`src/rtl/mem_arb_pkg.sv`:
```
// Shared definitions for the memory-port arbiter: FSM encoding, requester ids, bus widths.
// Latency: n/a (declarations only).
// Backpressure: n/a.
package mem_arb_pkg;

    typedef enum logic [0:0] {
        ARB_IDLE = 1'b0,
        ARB_BUSY = 1'b1
    } arb_state_t;

    // Requester indices as they appear on the registered grant bit
    localparam logic REQ_ICACHE = 1'b0;
    localparam logic REQ_DCACHE = 1'b1;

    localparam int ADDR_W_DEF = 32;
    localparam int DATA_W_DEF = 256;

endpackage

```
`src/rtl/rr_arbiter2.sv`:
```
// Two-way round-robin pick: the requester that did not win last time takes a tie.
// Latency: purely combinational.
// Backpressure: none; the caller decides when the pick is consumed.
// Ports: valid0/valid1 requests, last_grant history bit -> grant_valid, grant_idx.
module rr_arbiter2
    import mem_arb_pkg::*;
(
    input  logic valid0,
    input  logic valid1,
    input  logic last_grant,
    output logic grant_valid,
    output logic grant_idx
);

    always_comb begin
        grant_valid = valid0 | valid1;
        if (valid0 && valid1) begin
            grant_idx = ~last_grant;
        end else if (valid1) begin
            grant_idx = REQ_DCACHE;
        end else begin
            grant_idx = REQ_ICACHE;
        end
    end

endmodule

```
`src/rtl/mem_port_arbiter.sv`:
```
// Shares the physical memory port between I-cache (req0) and D-cache write-back (req1).
// Latency: grant registered, mem_action_cyc one cycle after request; resp/retry routed combinationally.
// Backpressure: grant held until mem_resp/mem_retry, owner drop of cyc, or watchdog abort.
// Ports: req0_*/req1_* cache-side stb/cyc/write/addr/wdata in, resp/retry out;
//        mem_* forwarded command out, mem_resp/mem_retry in; timeout_err abort pulse.
module mem_port_arbiter
    import mem_arb_pkg::*;
#(
    parameter int ADDR_W  = ADDR_W_DEF,
    parameter int DATA_W  = DATA_W_DEF,
    parameter int TIMEOUT = 1023,
    parameter int CNT_W   = 10
) (
    input  logic              clk,
    input  logic              rst,
    input  logic              req0_stb,
    input  logic              req0_cyc,
    input  logic              req0_write,
    input  logic [ADDR_W-1:0] req0_addr,
    input  logic [DATA_W-1:0] req0_wdata,
    output logic              req0_resp,
    output logic              req0_retry,
    input  logic              req1_stb,
    input  logic              req1_cyc,
    input  logic              req1_write,
    input  logic [ADDR_W-1:0] req1_addr,
    input  logic [DATA_W-1:0] req1_wdata,
    output logic              req1_resp,
    output logic              req1_retry,
    output logic              mem_action_stb,
    output logic              mem_action_cyc,
    output logic              mem_write,
    output logic [ADDR_W-1:0] mem_addr,
    output logic [DATA_W-1:0] mem_wdata,
    input  logic              mem_resp,
    input  logic              mem_retry,
    output logic              timeout_err
);

    localparam logic [CNT_W-1:0] TMO = CNT_W'(TIMEOUT);

    arb_state_t       state;
    logic             grant;
    logic             last_grant;
    logic [CNT_W-1:0] wdog;

    logic pick_valid;
    logic pick_idx;

    rr_arbiter2 u_rr (
        .valid0      (req0_cyc & req0_stb),
        .valid1      (req1_cyc & req1_stb),
        .last_grant  (last_grant),
        .grant_valid (pick_valid),
        .grant_idx   (pick_idx)
    );

    // Owner-side view of the granted requester
    logic              own_stb;
    logic              own_cyc;
    logic              own_write;
    logic [ADDR_W-1:0] own_addr;
    logic [DATA_W-1:0] own_wdata;

    assign own_stb   = (grant == REQ_DCACHE) ? req1_stb   : req0_stb;
    assign own_cyc   = (grant == REQ_DCACHE) ? req1_cyc   : req0_cyc;
    assign own_write = (grant == REQ_DCACHE) ? req1_write : req0_write;
    assign own_addr  = (grant == REQ_DCACHE) ? req1_addr  : req0_addr;
    assign own_wdata = (grant == REQ_DCACHE) ? req1_wdata : req0_wdata;

    logic owner_live;
    logic timeout_hit;
    logic fwd;
    logic done_resp;
    logic done_retry;

    // An owner that has already dropped cyc gets neither resp nor an abort retry.
    assign owner_live  = (state == ARB_BUSY) && own_cyc;
    assign timeout_hit = owner_live && (wdog == TMO);
    // The abort cycle blanks the memory side so memory never sees a half-dead command.
    assign fwd         = owner_live && !timeout_hit;

    assign mem_action_cyc = fwd;
    assign mem_action_stb = fwd & own_stb;
    assign mem_write      = fwd & own_write;
    assign mem_addr       = fwd ? own_addr  : '0;
    assign mem_wdata      = fwd ? own_wdata : '0;

    // resp beats retry when memory signals both
    assign done_resp  = fwd & mem_resp;
    assign done_retry = (fwd & mem_retry & ~mem_resp) | timeout_hit;

    assign req0_resp   = done_resp  & (grant == REQ_ICACHE);
    assign req0_retry  = done_retry & (grant == REQ_ICACHE);
    assign req1_resp   = done_resp  & (grant == REQ_DCACHE);
    assign req1_retry  = done_retry & (grant == REQ_DCACHE);
    assign timeout_err = timeout_hit;

    always_ff @(posedge clk or posedge rst) begin
        if (rst) begin
            state      <= ARB_IDLE;
            grant      <= REQ_ICACHE;
            last_grant <= REQ_DCACHE;
            wdog       <= '0;
        end else begin
            case (state)
                ARB_IDLE: begin
                    if (pick_valid) begin
                        state <= ARB_BUSY;
                        grant <= pick_idx;
                        wdog  <= '0;
                    end
                end
                ARB_BUSY: begin
                    if (!own_cyc) begin
                        // Owner abandoned the transaction: release silently
                        state <= ARB_IDLE;
                    end else if (timeout_hit || mem_resp || mem_retry) begin
                        last_grant <= grant;
                        state      <= ARB_IDLE;
                    end else if (wdog != TMO) begin
                        wdog <= wdog + 1'b1;
                    end
                end
                default: state <= ARB_IDLE;
            endcase
        end
    end

endmodule

```
`config.mk`:
```
export PLATFORM = sky130hd
export DESIGN_NAME = mem_port_arbiter
export DESIGN_NICKNAME = d
export VERILOG_FILES = /design/src/rtl/mem_arb_pkg.sv /design/src/rtl/rr_arbiter2.sv /design/src/rtl/mem_port_arbiter.sv
export SDC_FILE = /design/constraint.sdc
export NUM_CORES = 1
export LEC_CHECK = 0
export CORE_AREA = 2 2 342 344
export CTS_CLUSTER_DIAMETER = 30
export CTS_CLUSTER_SIZE = 20
export DETAILED_ROUTE_END_ITERATION = 7
export DIE_AREA = 0 0 344 346
export PLACE_DENSITY = 0.39
export SLEW_MARGIN = 20
export SYNTH_ARGS = -nofsm -noshare
export SYNTH_HDL_FRONTEND = slang
export SYNTH_SLANG_ARGS = --single-unit
```
`constraint.sdc`:
```
create_clock -name clk -period 2.67 [get_ports clk]
set_clock_uncertainty 0.2 [all_clocks]
set_input_delay 0.801 -clock clk [delete_from_list [all_inputs] [get_ports clk]]
set_output_delay 0.801 -clock clk [all_outputs]
set_load 0.05 [all_outputs]
```
# == Word level (Yosys, flattened, before mapping) ==
# Index checks and enable logic that the tools add are counted.
# Widths: inputs -> output; s select.
# classes
addsub,1
eq_ne,6
mux,18
bitwise,17
n_reduce_logical,10
# op_table
operator,n
$mux 256,2
$mux 32,2
$mux 10,4
$pmux 10 s2,1
$and 1x1->1,11
$add 10x1->10 const B,1
$eq 10x10->1 const B,1
$ne 10x10->1 const B,1
$mux 1,8
$logic_and 1x1->1,4
$ne 2x1->1 const B,2
$ne 2x2->1 const B,2
$not 1->1,4
$reduce_and 4->1,1
$reduce_and 3->1,1
$logic_or 1x1->1,2
$or 1x1->1,2
$pmux 1 s2,1
$reduce_and 2->1,1
$logic_not 1->1,1
# word_totals
regBits,13
out_inout_bits,296
elab_cells,56

# == Depth between registers and ports, before layout ==
# Gate-level depths: netlist of the first run.
# logic_depth
word_depth,9
depth_mapped,8
depth_no_buf,6

# == Cells and area by module ==
# A second synthesis of the first run with hierarchy kept.
# unflattened
cells_unflattened,740
area_unflattened_um2,5255.0
# modules_own_cells
module,instances,cells_per_inst,area_per_inst_um2
mem_port_arbiter,1,738,5241.3
rr_arbiter2,1,2,13.8

# == Worst setup path before layout of the first run ==
# Ideal clock, no wire load.
# synth_path
kind,input -> output
start,input req1_cyc
end,output mem_action_stb
t_arrival_ns,2.131
slack_ns,-0.462
path_stages,6
n_path_buf,2
cell_sequence,mux2_1 -> and2_1 -> nand2_2 -> buf_6 -> buf_4 -> nor2_1
# synth_between
elab_chain_len,6
# synth_rtl
item,line,source
start: declaration,mem_port_arbiter.sv:24,"input logic req1_cyc,"
$mux 1 *,mem_port_arbiter.sv:66,assign own_cyc = (grant == REQ_DCACHE) ? req1_cyc : req0_cyc;
$logic_and 1x1->1 *,mem_port_arbiter.sv:78,assign owner_live = (state == ARB_BUSY) && own_cyc;
$logic_and 1x1->1,mem_port_arbiter.sv:79,assign timeout_hit = owner_live && (wdog == TMO);
$logic_not 1->1,mem_port_arbiter.sv:81,assign fwd = owner_live && !timeout_hit;
$logic_and 1x1->1 *,mem_port_arbiter.sv:81,
$and 1x1->1 *,mem_port_arbiter.sv:84,assign mem_action_stb = fwd & own_stb;
end: declaration,mem_port_arbiter.sv:30,"output logic mem_action_stb,"
# Mark *: on every way between the ends. The rest lies on a longest branch, timed or not.

# == Worst setup path in the final report of the first run ==
# layout_path
start,input req0_cyc
end,output mem_wdata[159]
# layout_between
elab_chain_len,6
# layout_rtl
item,line,source
start: declaration,mem_port_arbiter.sv:17,"input logic req0_cyc,"
$mux 1 *,mem_port_arbiter.sv:66,
$logic_and 1x1->1 *,mem_port_arbiter.sv:78,
$logic_and 1x1->1,mem_port_arbiter.sv:79,
$logic_not 1->1,mem_port_arbiter.sv:81,
$logic_and 1x1->1 *,mem_port_arbiter.sv:81,
$mux 256 *,mem_port_arbiter.sv:87,assign mem_wdata = fwd ? own_wdata : '0;
end: declaration,mem_port_arbiter.sv:34,"output logic [DATA_W-1:0] mem_wdata,"
# Marks and branches as above.

==> summary.md, run 1 <==
| Metric | Value |
|---|---|
| Syn_area_per_cell | `7.12 µm²` |
| Register area share after synthesis | `0.0624` |
| Crit Path Class | `in2out` |
| # rows | `125` |
| Peak supply drop | `0.225 mV` |
| Worst setup slack after layout | `-0.466 ns` |
| Final Max Tran Viols | `0` |
| Cell area power density | `401 nW/µm²` |
| Worst skew pair latency | `0.24 ns` |
| Max Clock Freq | `0.319 GHz` |
| First-pass GRT wire length | `96300 µm` |
| Worst-Margin Slew | `0.559 ns` |
| Syn nets | `1322` |
| Period Utilization, post-route | `1.17` |
| Post-DRT Antenna Nets | `0` |
| Initial antenna violation count | `39` |
| Max-cap violations | `0` |
| Synth Register Bits | `13` |
| Ports | `882` |
| Starting Density | `0.0454` |
| Worst slack, placed | `-1.10 ns` |
| Setup violators final | `296` |
| Slew headroom | `0.617` |
| Synth Cell Area | `5240 µm²` |
| GP Congestion | `0.886` |
| GRT Total Usage | `0.121` |
| Lkg Pwr | `8.14 nW` |
| Initial DRC count | `341` |
| Post-synth top area cell | `mux2i_1` |
| Status | `finished with violations` |
| Post-Syn Instances | `735` |
| Post-CTS Hold Buffers | `0` |
| CP max FO | `7` |
| Core Util, Final | `0.170` |
| Core area | `115000 µm²` |
| Final instance area | `19700 µm²` |
| Synth top area cells | `mux2i_1 (56%), nor2_1 (21%), dfrtp_1 (5.7%), buf_6 (4.9%), clkbuf_1 (1.9%)` |
| Die area | `119000 µm²` |
| Die Height | `346 µm` |
| DP Area | `18000 µm²` |
| CP Capture Type | `output port` |
| CTS max path bufs | `2` |
| Vias per Instance | `2.91` |
| Layout cells sized above 1 | `0.380` |
| HPWL Detailed | `69400 µm` |
| # nets final | `2337` |
| Clock sinks | `13` |
| Largest net degree at the start of global routing | `43` |
| Area grow syn2layout | `275%` |
| Hold Path Class | `reg2reg` |
| Yosys top cell area share | `0.556` |
| Warnings, synthesis | `0` |
| Arrival @ worst endpoint | `2.14 ns` |
| Synth async-reset ratio | `1.00` |
| Number of CTS-inserted buffers | `3` |
| Critical path launch point type | `input port` |
| WL final | `76400 µm` |
| Wirelength per Cell | `23.3 µm` |
| Failing checks | `negative setup slack` |
| Final min period | `3.14 ns` |
| Main synth FF type | `dfrtp_1` |
| Synth cell types | `39` |
| Grt ovf | `0` |
| Via total after detailed routing | `9553` |
| Most frequent cells in the layout | `clkdlybuf4s50_1 (581), mux2i_1 (274), buf_4 (220)` |
| DIE WIDTH | `344 µm` |
| Vias in the first global route | `9902` |
| Post-synth EDFFs | `0` |
| H-tree lvl count | `1` |
| Worst Path Required | `1.67 ns` |
| Unrepaired setup endpoints after global routing | `yes` |
| CTS tree | `done` |
| Number of port buffers | `881` |
| Commonest non-fill, non-tap cell in the layout | `clkdlybuf4s50_1` |
| Drt first pass iters | `4` |
| DRC Markers | `0` |
| Root Driver | `clkbuf_16` |
| CTS clk-pin slew, worst paths | `0.05 ns` |
| Hold Vio Cnt, Final | `0` |
==> synthesized netlist by cell type, types with 4 or more instances <==
cell / number
a31oi_1: 4
buf_1: 4
buf_2: 6
buf_4: 9
buf_6: 23
clkbuf_1: 27
dfrtp_1: 12
inv_1: 7
mux2i_1: 291
nand2_1: 9
nand4_1: 4
nor2_1: 298
o21ai_0: 4
==> worst max-delay path, stage by stage <==
cell and delay, ns:
buf_6 0.09, mux2_4 0.27, and2_4 0.16, nand2_8 0.12, buf_16 0.17, buf_12 0.15, buf_4 0.12, nor2_2 0.05
buf_8 0.17
==> metal layers <==
| metal | share of wire | vias up | GRT usage |
|---|---|---|---|
| met5 | 0.0011 | - | 0 |
| met4 | 0.0095 | 12 | 0.00639 |
| met3 | 0.083 | 58 | 0.0339 |
| met2 | 0.44 | 516 | 0.192 |
| met1 | 0.47 | 4414 | 0.168 |
| li1 | - | 4553 | - |
==> kinds of logic after synthesis <==
kind of cell,share of synthesized area
compound gates,0.0287
fa+ha+maj,0.00239
buf+inv,0.0961
flops,0.0624
mux,0.561
simple gates,0.249
==> registers in the layout, indices dropped and copies added, names as in the netlist <==
signal / cells
state: 1
wdog: 10
grant: 1
last_grant: 1
==> layout make-up <==
type,instances,area [µm²]
fillers,13000,95800
inverters,8,32.5
diodes,6,15.0
flip-flops and latches,13,330
repair buffers,1079,12000
well taps,1524,1910
multi-input cells,645,5340
clock buffers,4,78.8
==> report_power, final <==
part           total (mW)  internal [mW]  switching [mW]
combinational        7.32           3.42            3.90
sequential          0.270          0.241          0.0287
clock               0.295          0.202          0.0922
==> through the flow <==
| step | hold WS, ns | std cells | setup TNS, ns | total power [mW] |
|---|---|---|---|---|
| after floorplan | 0.246 | 735 | -105.47 | 3.73 |
| after global routing | 0.325 | 3275 | -130.59 | 8.27 |
| final | 0.292 | 3279 | -113.62 | 7.89 |
| after detailed placement | 0.282 | 3253 | -253.65 | 7.03 |
| after global placement | 0.285 | 3253 | -252.74 | 7.05 |
| after CTS | 0.296 | 3271 | -145.65 | 7.85 |
==> worst paths after layout <==
check                      slack [ns]                endpoint  cells after the start           startpoint
max                             -0.47          mem_wdata[159]                      9             req0_cyc
min                              0.29     wdog[9]$_DFFE_PP0P_                      1  wdog[9]$_DFFE_PP0P_
max reg2reg                      0.72  last_grant$_DFFE_PP1P_                      6  wdog[1]$_DFFE_PP0P_
min reg2reg                      0.29     wdog[9]$_DFFE_PP0P_                      1  wdog[9]$_DFFE_PP0P_
max in group asynchronous        1.09       grant$_DFFE_PP0P_                      2                  rst
min in group asynchronous        0.74     wdog[1]$_DFFE_PP0P_                      2                  rst
==> timing repair <==
action | CTS | global route
gates resized for setup | 252 | 97
setup buffers | 12 | 5
pin swaps | 22 | 18
cloned | 7 | 6
endpoints found under the setup margin | 296 | 297
Note: power is estimated with default switching activity, not from simulation.
==> run 2: changes to the inputs <==
--- a/config.mk
+++ b/config.mk
@@ -5,12 +5,12 @@
 export SDC_FILE = /design/constraint.sdc
 export NUM_CORES = 1
 export LEC_CHECK = 0
-export CORE_AREA = 2 2 342 344
+export CORE_AREA = 2 2 341 343
 export CTS_CLUSTER_DIAMETER = 30
 export CTS_CLUSTER_SIZE = 20
 export DETAILED_ROUTE_END_ITERATION = 7
-export DIE_AREA = 0 0 344 346
-export PLACE_DENSITY = 0.39
+export DIE_AREA = 0 0 343 345
+export PLACE_DENSITY = 0.38
 export SLEW_MARGIN = 20
 export SYNTH_ARGS = -nofsm -noshare
 export SYNTH_HDL_FRONTEND = slang
==> constraint.sdc (replaced) <==
create_clock -name clk -period 4 [get_ports clk]
set_clock_uncertainty 0.2 [all_clocks]
set_input_delay 1.2 -clock clk [delete_from_list [all_inputs] [get_ports clk]]
set_output_delay 1.2 -clock clk [all_outputs]
set_load 0.05 [all_outputs]
==> run 2 against run 1 <==
Effect of this change: the flow now finishes without violations; critical path depth unchanged; sequential cell count is the same; core utilization fell by 0.67 points; global-route usage increased by 1.8 points; critical endpoint is now mem_wdata[95]; via count down 3.0%.
==> summary.md, run 2 (synthesis results as in run 1) <==
| Metric | Value |
|---|---|
| Status | `finished clean` |
| Worst setup slack after layout | `0.0192 ns` |
| Period Utilization, post-route | `0.995` |
| CTS max path bufs | `2` |
| Hold Slack | `0.290 ns` |
| Final Max Tran Viols | `0` |
| # nets final | `2229` |
| GRT Total Usage | `0.139` |
| Post-DRT Antenna Nets | `0` |
| Slew headroom | `0.621` |
| Peak supply drop | `0.124 mV` |
| CTS clk-pin slew, worst paths | `0.05 ns` |
| Worst Path Required | `2.60 ns` |
| Worst slack, placed | `-0.589 ns` |
| Largest net degree at the start of global routing | `58` |
| # rows | `125` |
| Most frequent cells in the layout | `clkdlybuf4s50_1 (583), mux2i_1 (290), nor2_1 (249)` |
| Critical path destination | `mem_wdata[95]` |
| R2r worst-path depth | `7` |
| Vias in the first global route | `9908` |
| DIE WIDTH | `343 µm` |
| DRC Markers | `0` |
| Critical R2R Capture | `wdog[5]$_DFFE_PP0P_` |
| Unrepaired setup endpoints after global routing | `yes` |
| Area grow syn2layout | `260%` |
| Vias per Instance | `2.92` |
| Hold Path Class | `reg2reg` |
| Final min period | `3.98 ns` |
| Placed insts | `3149` |
| Initial antenna violation count | `69` |
| H-tree lvl count | `1` |
| Die Height | `345 µm` |
| Max-cap violations | `0` |
| Grt ovf | `0` |
| Initial DRC count | `267` |
| Fill count | `13000` |
| Wirelength per Cell | `27.1 µm` |
| Tot Pwr | `4.90 mW` |
| Crit Path Class | `in2out` |
| Via total after detailed routing | `9267` |
| Die area | `118000 µm²` |
| Number of port buffers | `881` |
| Worst-Margin Slew | `0.553 ns` |
| Largest register FFs | `10` |
| Critical path launch point type | `input port` |
| Worst r2r src | `wdog[0]$_DFFE_PP0P_` |
| Number of CTS-inserted buffers | `3` |
| WL final | `86100 µm` |
| CTS tree | `done` |
| Clock sinks | `13` |
| HPWL Detailed | `79500 µm` |
| Cell area power density | `260 nW/µm²` |
| Starting Density | `0.0455` |
| Layout cells sized above 1 | `0.277` |
| Root Driver | `clkbuf_16` |
| Worst setup path start | `req0_cyc` |
| First-pass GRT wire length | `108000 µm` |
| Core area | `115000 µm²` |
| Hold Vio Cnt, Final | `0` |
| Max Clock Freq | `0.251 GHz` |
| Arrival @ worst endpoint | `2.58 ns` |
| Ports | `882` |
| R2R Setup Slk | `1.92 ns` |
| Drt first pass iters | `4` |
| GP Congestion | `0.885` |
| Worst skew pair latency | `0.25 ns` |
| Setup violators final | `0` |
| Top reg by flops | `wdog` |
| Non-filler instance count after layout | `3175` |
| Lkg Pwr | `7.72 nW` |
| Commonest non-fill, non-tap cell in the layout | `clkdlybuf4s50_1` |
| CP Capture Type | `output port` |
| CP max FO | `22` |
==> run 2: cell count changes in the layout (fill, tap and decap cells not counted), sizes merged <==
cell,delta
buf,-108
clkbuf,-5
bufbuf,+4
diode,+4
clkdlybuf4s50,+2
dlymetal6s2s,-2
clkinv,+1
==> run 2: cell type report <==
| class | count | area, µm² | area share |
|---|---|---|---|
| diodes | 10 | 25.0 | 0.00133 |
| clock buffers | 3 | 75.1 | 0.00399 |
| clock inverters | 1 | 5.00 | 0.000266 |
| inverters | 8 | 35.0 | 0.00186 |
| multi-input cells | 645 | 4600 | 0.244 |
| flip-flops and latches | 13 | 330 | 0.0175 |
| well taps | 1524 | 1910 | 0.101 |
| repair buffers | 971 | 11900 | 0.630 |
==> run 2: power breakdown <==
group | internal (mW) | total [mW] | switching, mW | leakage (nW)
Combinational | 2.12 | 4.52 | 2.39 | 7.51
Clock | 0.133 | 0.195 | 0.0618 | 0.0409
Sequential | 0.161 | 0.190 | 0.0286 | 0.170
==> run 2: timing repair <==
item	4_1_cts	5_1_grt
endpoints found under the setup margin	296	203
buffers inserted	3	3
cloned	7	1
pin swaps	1	0
gates resized for setup	135	19
hold buffers	0	0
endpoints found under the hold margin	0	0
==> run 2: how the worst min path moves through the flow <==
| stage | start | endpoint | slack, ns | cells after the start |
|---|---|---|---|---|
| floorplan | wdog[9]$_DFFE_PP0P_ | wdog[9]$_DFFE_PP0P_ | 0.25 | 1 |
| global placement | wdog[9]$_DFFE_PP0P_ | wdog[9]$_DFFE_PP0P_ | 0.27 | 1 |
| detailed placement | wdog[9]$_DFFE_PP0P_ | wdog[9]$_DFFE_PP0P_ | 0.28 | 1 |
| CTS | wdog[9]$_DFFE_PP0P_ | wdog[9]$_DFFE_PP0P_ | 0.29 | 1 |
| global route | wdog[9]$_DFFE_PP0P_ | wdog[9]$_DFFE_PP0P_ | 0.32 | 1 |
| finish | wdog[9]$_DFFE_PP0P_ | wdog[9]$_DFFE_PP0P_ | 0.29 | 1 |
==> run 2: metrics by stage <==
step | setup TNS (ns) | util | instance area [µm²]
CTS | -1.06 | 0.162 | 18700
global placement | -129.13 | 0.156 | 17900
finish | 0 | 0.164 | 18800
global route | -0.901 | 0.163 | 18800
floorplan | 0 | - | 5240
detailed placement | -140.83 | 0.156 | 17900
==> run 2: layer usage <==
layer / global-route usage / wire, µm / vias to the layer above
met4: 0.00962 / 1010 / 2
li1: - / - / 4343
met3: 0.0330 / 6470 / 122
met2: 0.237 / 40400 / 583
met5: 0 / 13 / -
met1: 0.184 / 38200 / 4217
==> run 2: critical path, cell delays in order <==
cell,delay [ns]
buf_6,0.09
mux2_4,0.15
and2_4,0.17
nand2_8,0.08
buf_12,0.14
buf_16,0.15
buf_12,0.16
nor2_1,0.25
buf_12,0.18
==> run 3: changes to the inputs <==
--- a/config.mk
+++ b/config.mk
@@ -10,7 +10,7 @@
 export CTS_CLUSTER_SIZE = 20
 export DETAILED_ROUTE_END_ITERATION = 7
 export DIE_AREA = 0 0 343 345
-export PLACE_DENSITY = 0.38
+export PLACE_DENSITY = 0.35
 export SLEW_MARGIN = 20
 export SYNTH_ARGS = -nofsm -noshare
 export SYNTH_HDL_FRONTEND = slang
==> constraint.sdc (replaced) <==
create_clock -name clk -period 4 [get_ports clk]
set_clock_uncertainty 0.2 [all_clocks]
set_input_delay 0.6 -clock clk [delete_from_list [all_inputs] [get_ports clk]]
set_output_delay 0.6 -clock clk [all_outputs]
set_load 0.005 [all_outputs]
==> run 3 against run 2 <==
Effect of this change: hold slack worse by 0.014 ns; highest routed layer unchanged; count of clock-buffer cells in the layout is 1 higher; combinational power is 37% lower; fmax is 7.5% higher; sequential cell count stayed put; critical path type is now reg2out.
==> summary.md, run 3 (synthesis results as in run 1) <==
| Metric | Value |
|---|---|
| Status | `finished clean` |
| DIE WIDTH | `343 µm` |
| Clock sinks | `13` |
| Hold Path Class | `reg2reg` |
| Hold Slack | `0.275 ns` |
| Resized cells post-CTS | `0` |
| Max Clock Freq | `0.270 GHz` |
| Period Utilization, post-route | `0.926` |
| CTS max path bufs | `2` |
| Worst r2r src | `wdog[0]$_DFFE_PP0P_` |
| Via total after detailed routing | `9017` |
| Setup bufs post-CTS | `0` |
| Post-CTS Hold Buffers | `0` |
| Hold Vio Cnt, Final | `0` |
| CP bufs+invs | `3` |
| CP Cell Sequence | `ha_1, nand3_2, or3_1, nand2_8, buf_12, buf_12, nor2_1, clkdlybuf4s50_1` |
| Core area | `115000 µm²` |
| Unrepaired setup endpoints after global routing | `no` |
| Crit path top cell by count | `buf_12` |
| Non-filler instance count after layout | `3132` |
| Slew headroom | `0.373` |
| Peak supply drop | `0.150 mV` |
| Largest net degree at the start of global routing | `79` |
| Number of port buffers | `881` |
| Delay-heaviest family, CP | `simple AND/OR/NAND/NOR gates` |
| Worst skew pair latency | `0.24 ns` |
| # rows | `125` |
| Vias in the first global route | `9415` |
| Setup violators final | `0` |
| Cell area power density | `201 nW/µm²` |
| Final Max Tran Viols | `0` |
| Max-cap violations | `0` |
| Placed insts | `3113` |
| WL final | `82000 µm` |
| Wirelength per Cell | `26.2 µm` |
| Top reg by flops | `wdog` |
| Worst Path Required | `3.20 ns` |
| CTS clk-pin slew, worst paths | `0.04 ns` |
| Layout cells sized above 1 | `0.0358` |
| CTS tree | `done` |
| Crit-path max cell delay | `0.59 ns` |
| Worst path slowest cell | `or3_1` |
| GP Congestion | `0.865` |
| CP Capture Type | `output port` |
| Arrival @ worst endpoint | `2.90 ns` |
| Worst hold start | `wdog[9]$_DFFE_PP0P_` |
| Worst-Margin Slew | `0.935 ns` |
| Vias per Instance | `2.88` |
| H-tree lvl count | `1` |
| # nets final | `2181` |
| Number of CTS-inserted buffers | `3` |
| Ports | `882` |
| Drt first pass iters | `4` |
| WHS Path Cells | `1` |
| Die Height | `345 µm` |
| GRT Total Usage | `0.132` |
| HPWL Detailed | `76200 µm` |
| Worst setup path start | `wdog[0]$_DFFE_PP0P_` |
| Starting Density | `0.0455` |
| Most frequent cells in the layout | `clkdlybuf4s50_1 (877), nor2_1 (298), mux2i_1 (291)` |
| Initial DRC count | `331` |
| Core Util, Final | `0.139` |
| Crit Path Class | `reg2out` |
| R2r worst-path depth | `6` |
| Initial antenna violation count | `71` |
| Total negative slack | `0 ns` |
| Commonest non-fill, non-tap cell in the layout | `clkdlybuf4s50_1` |
| Number of stages on the worst setup path | `8` |
| Die area | `118000 µm²` |
| Final min period | `3.70 ns` |
| Area grow syn2layout | `207%` |
| Post-DRT Antenna Nets | `0` |
| CP max FO | `34` |
| Lkg Pwr | `6.15 nW` |
| Root Driver | `clkbuf_16` |
| Critical path launch point type | `flip-flop` |
| DRC Markers | `0` |
| Grt ovf | `0` |
| First-pass GRT wire length | `103000 µm` |
| Largest register FFs | `10` |
## run 3: cell count changes in the layout (fill, tap and decap cells not counted), moves of 4 or more
cell,delta
nor2_1,+49
nor2_4,-6
clkdlybuf4s50_1,+294
buf_4,-66
buf_6,-65
diode_2,+5
buf_16,-7
nor2_2,-43
bufbuf_16,-4
buf_12,-197
## run 3: where the power goes
group / leakage (nW) / switching (mW) / internal (mW)
Sequential: 0.170 / 0.0247 / 0.161
Combinational: 5.94 / 1.25 / 1.60
Clock: 0.0382 / 0.0566 / 0.135
## run 3: per-layer routing
layer | routed length, µm | share of wire | up-vias | global-route usage
met5 | 13 | 0.00016 | - | 0
met4 | 885 | 0.011 | 2 | 0.00472
met3 | 6320 | 0.077 | 103 | 0.0320
met2 | 36700 | 0.45 | 580 | 0.218
met1 | 38100 | 0.46 | 4092 | 0.183
li1 | - | - | 4240 | -
## run 3: path summary, 6_finish.rpt
| path | endpoint | slack (ns) |
|---|---|---|
| min in group asynchronous | wdog[3]$_DFFE_PP0P_ | 0.56 |
| min | wdog[9]$_DFFE_PP0P_ | 0.28 |
| min reg2reg | wdog[9]$_DFFE_PP0P_ | 0.28 |
| max in group asynchronous | grant$_DFFE_PP0P_ | 2.59 |
| max | mem_wdata[58] | 0.30 |
| max reg2reg | wdog[5]$_DFFE_PP0P_ | 1.62 |
## run 3: stage by stage
stage,setup slack [ns],cell area (µm²),power [mW]
after floorplan,1.55,5240,1.45
after global placement,0.323,15900,3.12
after global routing,0.180,16000,3.47
after detailed placement,0.328,15900,3.10
final,0.297,16100,3.23
after CTS,0.277,16000,3.31
## run 3: worst register-to-register path, cell delays in order (launching register included)
cell and delay (ns):
dfrtp_1 0.42, ha_1 0.26, nand3_2 0.16, nor3_1 0.10, buf_4 0.16, o21ai_1 0.72
o221ai_1 0.21
## run 3: cell type report
type / count / area, µm²
clock buffers: 4 / 78.8
fillers: 13300 / 99100
inverters: 8 / 30.0
repair buffers: 923 / 9250
multi-input cells: 645 / 4420
diodes: 15 / 37.5
flip-flops and latches: 13 / 330
well taps: 1524 / 1910
